<file path="src/rtl/cmsdk_fpga_sram_arbiter_pkg.sv">
//==============================================================================
// Module : cmsdk_fpga_sram_arbiter_pkg
// Brief  : Shared state codes, port identifiers and sizing helper for the
//          two-port FPGA SRAM arbiter.
// Rev    : 1.0  initial release
//==============================================================================
`default_nettype none

package cmsdk_fpga_sram_arbiter_pkg;

    typedef logic [1:0] arb_state_t;

    localparam arb_state_t ST_IDLE  = 2'd0;
    localparam arb_state_t ST_OWN_A = 2'd1;
    localparam arb_state_t ST_OWN_B = 2'd2;

    localparam logic PORT_A = 1'b0;
    localparam logic PORT_B = 1'b1;

    // One spare bit so MAXBURST-1 always fits, including MAXBURST=1.
    function automatic int burst_cnt_width(input int maxburst);
        return $clog2(maxburst) + 1;
    endfunction

endpackage

`default_nettype wire

</file>
<file path="src/rtl/cmsdk_fpga_sram_arb_burst_cnt.sv">
//==============================================================================
// Module : cmsdk_fpga_sram_arb_burst_cnt
// Brief  : Ownership burst counter: clear/increment, saturates at MAXBURST-1,
//          flags the final allowed grant.
// Rev    : 1.0  initial release
//==============================================================================
`default_nettype none

module cmsdk_fpga_sram_arb_burst_cnt
    import cmsdk_fpga_sram_arbiter_pkg::*;
#(
    parameter int MAXBURST = 8,
    parameter int CNT_W    = burst_cnt_width(MAXBURST)
) (
    input  logic clk,
    input  logic rst,
    input  logic i_clr,
    input  logic i_inc,
    output logic o_last
);

    localparam logic [CNT_W-1:0] C_CNT_MAX = CNT_W'(MAXBURST - 1);

    logic [CNT_W-1:0] r_cnt;
    logic [CNT_W-1:0] w_base;
    logic [CNT_W-1:0] w_next;

    // Clear and increment together restarts the count at one grant.
    always_comb begin
        w_base = i_clr ? '0 : r_cnt;
        w_next = w_base;
        if (i_inc && (w_base != C_CNT_MAX)) begin
            w_next = w_base + CNT_W'(1);
        end
    end

    always_ff @(posedge clk or posedge rst) begin
        if (rst) begin
            r_cnt <= '0;
        end else begin
            r_cnt <= w_next;
        end
    end

    assign o_last = (r_cnt == C_CNT_MAX);

endmodule

`default_nettype wire

</file>
<file path="src/rtl/cmsdk_fpga_sram_arbiter.sv">
//==============================================================================
// Module : cmsdk_fpga_sram_arbiter
// Brief  : Shares one single-port block-RAM SRAM between a CPU port (A) and an
//          accelerator port (B); one grant per cycle, tagged read return,
//          bounded ownership bursts.
// Config : SRAM_ARB_ROUND_ROBIN_EN - round-robin idle tie-break (default: A wins)
// Rev    : 1.0  initial release
//==============================================================================
`default_nettype none

module cmsdk_fpga_sram_arbiter
    import cmsdk_fpga_sram_arbiter_pkg::*;
#(
    parameter int AW       = 16,
    parameter int MAXBURST = 8
) (
    input  logic          CLK,
    input  logic          RESET,

    input  logic          A_REQ,
    input  logic [AW-1:0] A_ADDR,
    input  logic [31:0]   A_WDATA,
    input  logic [3:0]    A_WREN,
    output logic          A_GNT,
    output logic          A_RVALID,
    output logic [31:0]   A_RDATA,

    input  logic          B_REQ,
    input  logic [AW-1:0] B_ADDR,
    input  logic [31:0]   B_WDATA,
    input  logic [3:0]    B_WREN,
    output logic          B_GNT,
    output logic          B_RVALID,
    output logic [31:0]   B_RDATA,

    output logic [AW-1:0] SRAM_ADDR,
    output logic [31:0]   SRAM_WDATA,
    output logic [3:0]    SRAM_WREN,
    output logic          SRAM_CS,
    input  logic [31:0]   SRAM_RDATA
);

    arb_state_t r_state;
    arb_state_t w_state_nxt;
    logic       w_a_gnt;
    logic       w_b_gnt;
    logic       w_cnt_clr;
    logic       w_cnt_inc;
    logic       w_cnt_last;
    logic       w_a_win;
    logic [1:0] r_rd_own;

`ifdef SRAM_ARB_ROUND_ROBIN_EN
    logic r_last_gnt;

    always_ff @(posedge CLK or posedge RESET) begin
        if (RESET) begin
            r_last_gnt <= PORT_A;
        end else if (A_GNT || B_GNT) begin
            r_last_gnt <= B_GNT ? PORT_B : PORT_A;
        end
    end

    assign w_a_win = (r_last_gnt == PORT_B);
`else
    assign w_a_win = 1'b1;
`endif

    // Grant is decided in the same cycle as the request; a departing owner
    // hands over without an idle bubble.
    always_comb begin
        w_a_gnt     = 1'b0;
        w_b_gnt     = 1'b0;
        w_cnt_clr   = 1'b0;
        w_cnt_inc   = 1'b0;
        w_state_nxt = r_state;
        case (r_state)
            ST_IDLE: begin
                w_cnt_clr = 1'b1;
                if (A_REQ && (!B_REQ || w_a_win)) begin
                    w_a_gnt     = 1'b1;
                    w_cnt_inc   = 1'b1;
                    w_state_nxt = ST_OWN_A;
                end else if (B_REQ) begin
                    w_b_gnt     = 1'b1;
                    w_cnt_inc   = 1'b1;
                    w_state_nxt = ST_OWN_B;
                end
            end
            ST_OWN_A: begin
                if (A_REQ) begin
                    w_a_gnt = 1'b1;
                    if (B_REQ && w_cnt_last) begin
                        w_cnt_clr   = 1'b1;
                        w_state_nxt = ST_OWN_B;
                    end else begin
                        w_cnt_inc = 1'b1;
                    end
                end else begin
                    w_cnt_clr = 1'b1;
                    if (B_REQ) begin
                        w_b_gnt     = 1'b1;
                        w_state_nxt = ST_OWN_B;
                    end else begin
                        w_state_nxt = ST_IDLE;
                    end
                end
            end
            ST_OWN_B: begin
                if (B_REQ) begin
                    w_b_gnt = 1'b1;
                    if (A_REQ && w_cnt_last) begin
                        w_cnt_clr   = 1'b1;
                        w_state_nxt = ST_OWN_A;
                    end else begin
                        w_cnt_inc = 1'b1;
                    end
                end else begin
                    w_cnt_clr = 1'b1;
                    if (A_REQ) begin
                        w_a_gnt     = 1'b1;
                        w_state_nxt = ST_OWN_A;
                    end else begin
                        w_state_nxt = ST_IDLE;
                    end
                end
            end
            default: begin
                w_cnt_clr   = 1'b1;
                w_state_nxt = ST_IDLE;
            end
        endcase
    end

    always_ff @(posedge CLK or posedge RESET) begin
        if (RESET) begin
            r_state <= ST_IDLE;
        end else begin
            r_state <= w_state_nxt;
        end
    end

    cmsdk_fpga_sram_arb_burst_cnt #(
        .MAXBURST (MAXBURST)
    ) u_burst_cnt (
        .clk    (CLK),
        .rst    (RESET),
        .i_clr  (w_cnt_clr),
        .i_inc  (w_cnt_inc),
        .o_last (w_cnt_last)
    );

    // Reset masks the combinational grant so nothing reaches the SRAM while held.
    assign A_GNT   = w_a_gnt & ~RESET;
    assign B_GNT   = w_b_gnt & ~RESET;
    assign SRAM_CS = A_GNT | B_GNT;

    assign SRAM_ADDR  = B_GNT ? B_ADDR  : A_ADDR;
    assign SRAM_WDATA = B_GNT ? B_WDATA : A_WDATA;
    assign SRAM_WREN  = A_GNT ? A_WREN  : (B_GNT ? B_WREN : 4'b0000);

    always_ff @(posedge CLK or posedge RESET) begin
        if (RESET) begin
            r_rd_own <= 2'b00;
        end else begin
            r_rd_own <= {B_GNT & ~|B_WREN, A_GNT & ~|A_WREN};
        end
    end

    assign A_RVALID = r_rd_own[0];
    assign B_RVALID = r_rd_own[1];
    assign A_RDATA  = r_rd_own[0] ? SRAM_RDATA : 32'h0000_0000;
    assign B_RDATA  = r_rd_own[1] ? SRAM_RDATA : 32'h0000_0000;

endmodule

`default_nettype wire

</file>
<file path="config.mk">
export PLATFORM = sky130hd
export DESIGN_NAME = cmsdk_fpga_sram_arbiter
export DESIGN_NICKNAME = d
export VERILOG_FILES = /design/src/rtl/cmsdk_fpga_sram_arbiter_pkg.sv /design/src/rtl/cmsdk_fpga_sram_arb_burst_cnt.sv /design/src/rtl/cmsdk_fpga_sram_arbiter.sv
export SDC_FILE = /design/constraint.sdc
export NUM_CORES = 1
export LEC_CHECK = 0
export CELL_PAD_IN_SITES_DETAIL_PLACEMENT = 0
export CELL_PAD_IN_SITES_GLOBAL_PLACEMENT = 1
export CORE_MARGIN = 4
export CORE_UTILIZATION = 15
export DETAILED_ROUTE_END_ITERATION = 8
export PLACE_DENSITY = 0.95
export SYNTH_ARGS = -nofsm -noshare
export SYNTH_HDL_FRONTEND = slang
export SYNTH_SLANG_ARGS = --single-unit
export TNS_END_PERCENT = 50
</file>
<file path="constraint.sdc">
create_clock -name CLK -period 4.9 [get_ports CLK]
set_input_delay 0.49 -clock CLK [delete_from_list [all_inputs] [get_ports CLK]]
set_output_delay 0.49 -clock CLK [all_outputs]
set_load 0.005 [all_outputs]
</file>
==> results of run 1 <==
## cells in the mapped netlist, drive strengths merged
| cell type | instances |
|---|---|
| a2111oi | 1 |
| a21oi | 7 |
| a221oi | 1 |
| a22o | 5 |
| a2bb2oi | 1 |
| a41o | 2 |
| a41oi | 1 |
| and2 | 67 |
| and2b | 1 |
| and3 | 1 |
| and4b | 1 |
| buf | 8 |
| clkbuf | 6 |
| dfrtp | 8 |
| ha | 5 |
| inv | 6 |
| mux2 | 50 |
| mux2i | 1 |
| nand2 | 8 |
| nand2b | 3 |
| nand3 | 2 |
| nand4 | 1 |
| nor2 | 6 |
| nor2b | 1 |
| nor4 | 1 |
| o211a | 1 |
| o211ai | 2 |
| o21a | 1 |
| o21ai | 4 |
| o21ba | 2 |
| o311a | 1 |
| or4 | 1 |
## critical path, stage by stage
cell and delay (ps):
clkdlybuf4s50_1 720, o21ba_2 250, o211ai_4 530, buf_4 380, mux2_2 370, clkdlybuf4s50_1 480
## power by group through the flow
stage                     clock network [W]  logic, W  registers, W
after CTS                          0.000138  0.000665      0.000101
final                              0.000135  0.000659      0.000101
after global routing               0.000142  0.000705      0.000104
after detailed placement                  0  0.000660      0.000102
after global placement                    0  0.000644     0.0000994
after floorplan                           0  0.000333     0.0000951
## path summary, 6_finish.rpt
path                                        start                        endpoint  slack, ps  cells after the start
max                                         A_REQ                  SRAM_WDATA[15]       1190                      6
min in group CLK           r_state[0]$_DFFE_PP0P_          r_state[0]$_DFFE_PP0P_        590                      1
min                                         RESET          r_state[1]$_DFFE_PP0P_        550                      2
min reg2reg                r_state[0]$_DFFE_PP0P_          r_state[0]$_DFFE_PP0P_        590                      1
max reg2reg                r_state[0]$_DFFE_PP0P_  u_burst_cnt.r_cnt[1]$_DFF_PP0_       2010                     10
max in group asynchronous                   RESET           r_rd_own[1]$_DFF_PP0_       4120                      2
## area by class of cell
cell class | count | area share [%]
Timing Repair Buffer | 262 | 57.60
Multi-Input combinational cell | 178 | 31.91
Sequential cell | 8 | 4.405
Tap cell | 143 | 3.937
Clock buffer | 3 | 1.652
Inverter | 6 | 0.4956
## registers in the layout, summed over array words and instances, names as in the netlist
register,cells
r_state,2
u_burst_cnt.r_cnt,4
r_rd_own,2
## cells by family (layout without fill, tap and decap cells)
group,after synthesis,count (layout)
AND/OR/NAND/NOR,93,93
adder cells (fa/ha/maj),5,5
flip-flops,8,8
AO/OA/AOI/OAI,29,29
buffers and inverters,20,271
multiplexers,51,51
## routing by layer
metal  part of all wire (%)  track usage [%]  vias up
met5                      0                0        -
met4                   0.66            2.552        0
met3                     13            4.334        4
met2                     53            23.67      168
met1                     33            11.83     1123
li1                       -                -     1222
## through the flow
step / std cells / hold WS (ps) / util, % / total power, W
6_report: 600 / 549.0 / 39.80 / 0.0008962
5_1_grt: 600 / 596.4 / 39.80 / 0.0009507
4_1_cts: 600 / 567.8 / 39.80 / 0.0009034
3_5_place_dp: 597 / 574.2 / 39.14 / 0.0007613
3_3_place_gp: 597 / 560.3 / 39.14 / 0.0007431
2_1_floorplan: 206 / 305.7 / - / 0.0004279
==> flow_summary.json, run 1 <==
{
  "gr-total-overflow": 0,
  "antenna_left": 0,
  "core_sq_mm": 0.01142,
  "synth-compound-area-share_pct": 14.27,
  "routed-via-count": 2517,
  "cp-end-kind": "primary output",
  "synth_top_family_by_area": "multiplexers",
  "layout_commonest_cell": "clkdlybuf4s50_1",
  "diodes": 0,
  "routedWlPerCell_microns": 15.56,
  "cts_root_buf": "clkbuf_16",
  "synth_seq_cells": 8,
  "max_freq_mhz": 269.4,
  "cts_hold_buf": 0,
  "grt_start_max_net_pins": 34,
  "dieArea_sq_mm": 0.01343,
  "pwr-share-clk_pct": 15.1,
  "cts_tree": "built",
  "dpl_cell_area_sq_mm": 0.004469,
  "cts.sinks": 8,
  "synthAdderAreaFrac_pct": 3.584,
  "postCtsSetupRepairBufs": 0,
  "clk_pin_slew_ps": 40,
  "status": "finished, final reports clean",
  "post-route-min-period_ps": 3712,
  "hpwl_mm": 8.274,
  "cts_buffers": 3,
  "synth_nets": 351,
  "synth_xor_area_share_pct": 0,
  "fin_ws_ps": 1188,
  "place.port_buffers": 260,
  "wl_mm": 9.336,
  "start_util_pct": 15.29,
  "postSynthCellCount": 206,
  "synth_warnings": 0,
  "grt_pass1_vias": 2513,
  "hold_path.class": "primary input to async pin",
  "vias_per_cell": 4.195,
  "syn-cell-area_sq_mm": 0.001745,
  "antenna_found_initial": 0,
  "yosys-top-cells-area": "mux2_2, and2_1, dfrtp_1",
  "start_kind": "primary input",
  "n_fill_cell": 1119,
  "final_area_sq_mm": 0.004544,
  "top_level_ports": 261,
  "period_share_pct": 75.76,
  "multi_input_area_sq_mm": 0.001450,
  "syn_avg_cell_area_sq_um": 8.473,
  "seq_area_sq_um": 200.2,
  "track_usage_pct": 11.97,
  "worstSetupPathType": "primary input to primary output",
  "layout_common_cells": "clkdlybuf4s50_1, and2_1, mux2_2",
  "clockBufferDepth": 2,
  "drtIter0Drc": 65,
  "cp.arrival_ps": 3220,
  "crit_required_ps": 4410,
  "htree_num_levels": 1,
  "maxCapViolations": 0,
  "pre_cts_ws_ps": 1169,
  "seq_area_frac_synth_pct": 11.47,
  "leakage_nw": 1.781,
  "gp_congestion": 0.8297,
  "finClkSkew_ps": 2.001,
  "slew_headroom_pct": 46.60,
  "muxShareOfSynthArea_pct": 32.83,
  "cts_resized": 0,
  "yosysTopAreaCell": "mux2_2",
  "worstMarginPinSlew_ps": 801.0,
  "rsz0062_at_grt": "false",
  "drive_gt1_share_pct": 14.00,
  "drv_slew": 0,
  "areaGrowthSynthToFinish_pct": 160.4,
  "power_density_mw_per_mm2": 197.2,
  "grt_first_pass_wirelength_mm": 12.89,
  "drc": 0,
  "die_y_microns": 115.9,
  "ir_drop_uv": 97.94,
  "switchingPower_w": 0.0003099,
  "path_max_fanout": 20,
  "synth_top_area_share_pct": 32.26,
  "intPower_w": 0.0005862,
  "final_hold_viol_count": 0,
  "fin_tns_setup_ps": 0,
  "rows": 39,
  "drt-pass1-iter-count": 4,
  "yosysUniqueCellTypes": 37,
  "die_w_microns": 115.9,
  "clk_latency_ps": 230,
  "final_nets": 604,
  "synth-simple-area-share_pct": 31.90,
  "swShare_pct": 34.58,
  "finalSetupViolCount": 0,
  "combPwrFrac_pct": 73.6,
  "seq_power_share_pct": 11.3
}
Power figures use the tool's default switching activity.
==> run 2: changes to the inputs <==
--- a/config.mk
+++ b/config.mk
@@ -8,9 +8,9 @@
 export CELL_PAD_IN_SITES_DETAIL_PLACEMENT = 0
 export CELL_PAD_IN_SITES_GLOBAL_PLACEMENT = 1
 export CORE_MARGIN = 4
-export CORE_UTILIZATION = 15
+export CORE_UTILIZATION = 13
 export DETAILED_ROUTE_END_ITERATION = 8
-export PLACE_DENSITY = 0.95
+export PLACE_DENSITY = 0.9
 export SYNTH_ARGS = -nofsm -noshare
 export SYNTH_HDL_FRONTEND = slang
 export SYNTH_SLANG_ARGS = --single-unit
==> constraint.sdc (replaced) <==
create_clock -name CLK -period 3.3 [get_ports CLK]
set_input_delay 0.33 -clock CLK [delete_from_list [all_inputs] [get_ports CLK]]
set_output_delay 0.33 -clock CLK [all_outputs]
set_load 0.005 [all_outputs]
==> run 2 against run 1 <==
  * Utilization is 4.8 points lower
  * Design area grew 1.5%
  * Sequential share of layout area fell by 0.066 points
  * Non-clock buffer count is 2 higher
  * Final cell count grew 5.8%
  * Via count grew 1.4%
  * Die area is 14% higher
  * Largest power group unchanged
==> flow_summary.json, run 2 (synthesis gave the netlist of run 1 again) <==
{
  "status": "finished, final reports clean",
  "cts_root_buf": "clkbuf_16",
  "maxCapViolations": 0,
  "crit_chain": "inv_1 > ha_1 > o21ba_2 > o211ai_4 > buf_12 > mux2_2 > clkdlybuf4s50_1",
  "final_hold_viol_count": 0,
  "ir_drop_uv": 185.5,
  "drt-pass1-iter-count": 4,
  "cts.sinks": 8,
  "seq_power_share_pct": 11.3,
  "antenna_found_initial": 0,
  "max_freq_mhz": 336.4,
  "regMostFlops": "u_burst_cnt.r_cnt",
  "wl_mm": 9.548,
  "leakage_nw": 1.798,
  "period_share_pct": 90.09,
  "cts_hold_buf": 0,
  "grt_pass1_vias": 2467,
  "combPwrFrac_pct": 73.5,
  "die_y_microns": 123.9,
  "postCtsSetupRepairBufs": 0,
  "final_nets": 606,
  "grt_start_max_net_pins": 52,
  "diodes": 0,
  "cts_tree": "built",
  "routed-via-count": 2553,
  "switchingPower_w": 0.0004566,
  "hpwl_mm": 8.410,
  "rrSetupSlack_ps": 730,
  "cts_buffers": 3,
  "largest_register_ffs": 4,
  "htree_num_levels": 1,
  "layout_common_cells": "clkdlybuf4s50_1, and2_1, mux2_2",
  "clk_latency_ps": 230,
  "rsz0062_at_grt": "false",
  "final_core_util_pct": 34.97,
  "worstMarginPinSlew_ps": 766.2,
  "drtIter0Drc": 90,
  "clockBufferDepth": 2,
  "cts_resized": 0,
  "intPower_w": 0.0008873,
  "cp.arrival_ps": 2640,
  "finalSetupViolCount": 0,
  "die_w_microns": 123.9,
  "cp-end-kind": "primary output",
  "gp_congestion": 0.7424,
  "r2r_start": "r_state[0]$_DFFE_PP0P_",
  "rows": 42,
  "routedWlPerCell_microns": 15.04,
  "core_sq_mm": 0.01319,
  "power_density_mw_per_mm2": 291.3,
  "post-route-min-period_ps": 2973,
  "reg2reg_to": "u_burst_cnt.r_cnt[1]$_DFF_PP0_",
  "start_util_pct": 13.23,
  "crit_buf_inv": 3,
  "swShare_pct": 33.97,
  "fin_tns_setup_ps": 0,
  "slew_headroom_pct": 48.92,
  "antenna_left": 0,
  "drive_gt1_share_pct": 14.38,
  "drc": 0,
  "areaGrowthSynthToFinish_pct": 164.3,
  "dieArea_sq_mm": 0.01534,
  "layout_commonest_cell": "clkdlybuf4s50_1",
  "path_max_fanout": 51,
  "vias_per_cell": 4.020,
  "place.port_buffers": 260,
  "gr-total-overflow": 0,
  "clk_pin_slew_ps": 40,
  "start_kind": "flop",
  "worstSetupPathType": "flop to primary output",
  "reg.largest.list": "u_burst_cnt.r_cnt x4, r_rd_own x2, r_state x2",
  "cp_slowest_cell": "clkdlybuf4s50_1",
  "hold_path.class": "primary input to async pin",
  "track_usage_pct": 10.47,
  "critPathTopFamily": "buffers and inverters",
  "crit_required_ps": 2970,
  "pwr-share-clk_pct": 15.2,
  "crit_path_max_incr_delay_ps": 480,
  "top_level_ports": 261,
  "reg2reg_depth": 10,
  "grt_first_pass_wirelength_mm": 12.59,
  "finClkSkew_ps": 0.4957,
  "drv_slew": 0
}
run 2: changes by cell type in the layout (fill, tap and decap cells not counted):
| cell | delta |
|---|---|
| buf_12 | +1 |
| buf_4 | +1 |
run 2: worst max-delay path by stage:
stage | from | cells after the start | endpoint
floorplan | r_state[0]$_DFFE_PP0P_ | 11 | u_burst_cnt.r_cnt[1]$_DFF_PP0_
global placement | r_state[0]$_DFFE_PP0P_ | 7 | SRAM_WDATA[22]
detailed placement | r_state[0]$_DFFE_PP0P_ | 7 | SRAM_WDATA[19]
CTS | r_state[0]$_DFFE_PP0P_ | 7 | SRAM_WDATA[19]
global route | r_state[0]$_DFFE_PP0P_ | 7 | SRAM_WDATA[19]
finish | r_state[0]$_DFFE_PP0P_ | 7 | SRAM_WDATA[19]
run 2: final cells by class:
class,count,area (sq um)
multi-input cells,178,1450
inverters,6,22.52
flip-flops and latches,8,200.2
fillers,1339,8577
well taps,176,220.2
clock buffers,3,75.07
repair buffers,264,2645
run 2: power by group through the flow:
stage / combinational, W / sequential, W / clock (W)
2_1_floorplan: 0.000494 / 0.000141 / 0
3_3_place_gp: 0.000974 / 0.000149 / 0
3_5_place_dp: 0.000995 / 0.000150 / 0
4_1_cts: 0.00100 / 0.000150 / 0.000210
5_1_grt: 0.00107 / 0.000154 / 0.000214
6_report: 0.000988 / 0.000151 / 0.000204
run 2: per-stage QoR:
stage	std cells	hold WS, ps	worst slack, ps	power, W	instance area, sq um
6_report	635	393.5	327.1	0.001344	4613
5_1_grt	635	458.2	235.2	0.001438	4613
4_1_cts	635	403.6	324.9	0.001359	4613
3_5_place_dp	632	571.0	593.3	0.001146	4538
3_3_place_gp	632	544.7	632.5	0.001123	4538
2_1_floorplan	206	145.7	746.2	0.0006354	1745
run 2: routing by layer:
layer / GRT usage [%] / vias to the layer above / share of wire (%)
met5: 0 / - / 0
met3: 4.314 / 8 / 14
met4: 2.007 / 0 / 1.1
met2: 18.35 / 157 / 49
li1: - / 1231 / -
met1: 11.99 / 1157 / 36
run 2: worst register-to-register path, delay by kind of cell, from the launching register on:
kind	cells	cell delay, ps
compound gates	3	930
simple gates	4	500
buf+inv	1	90
flops	1	390
fa+ha+maj	2	540
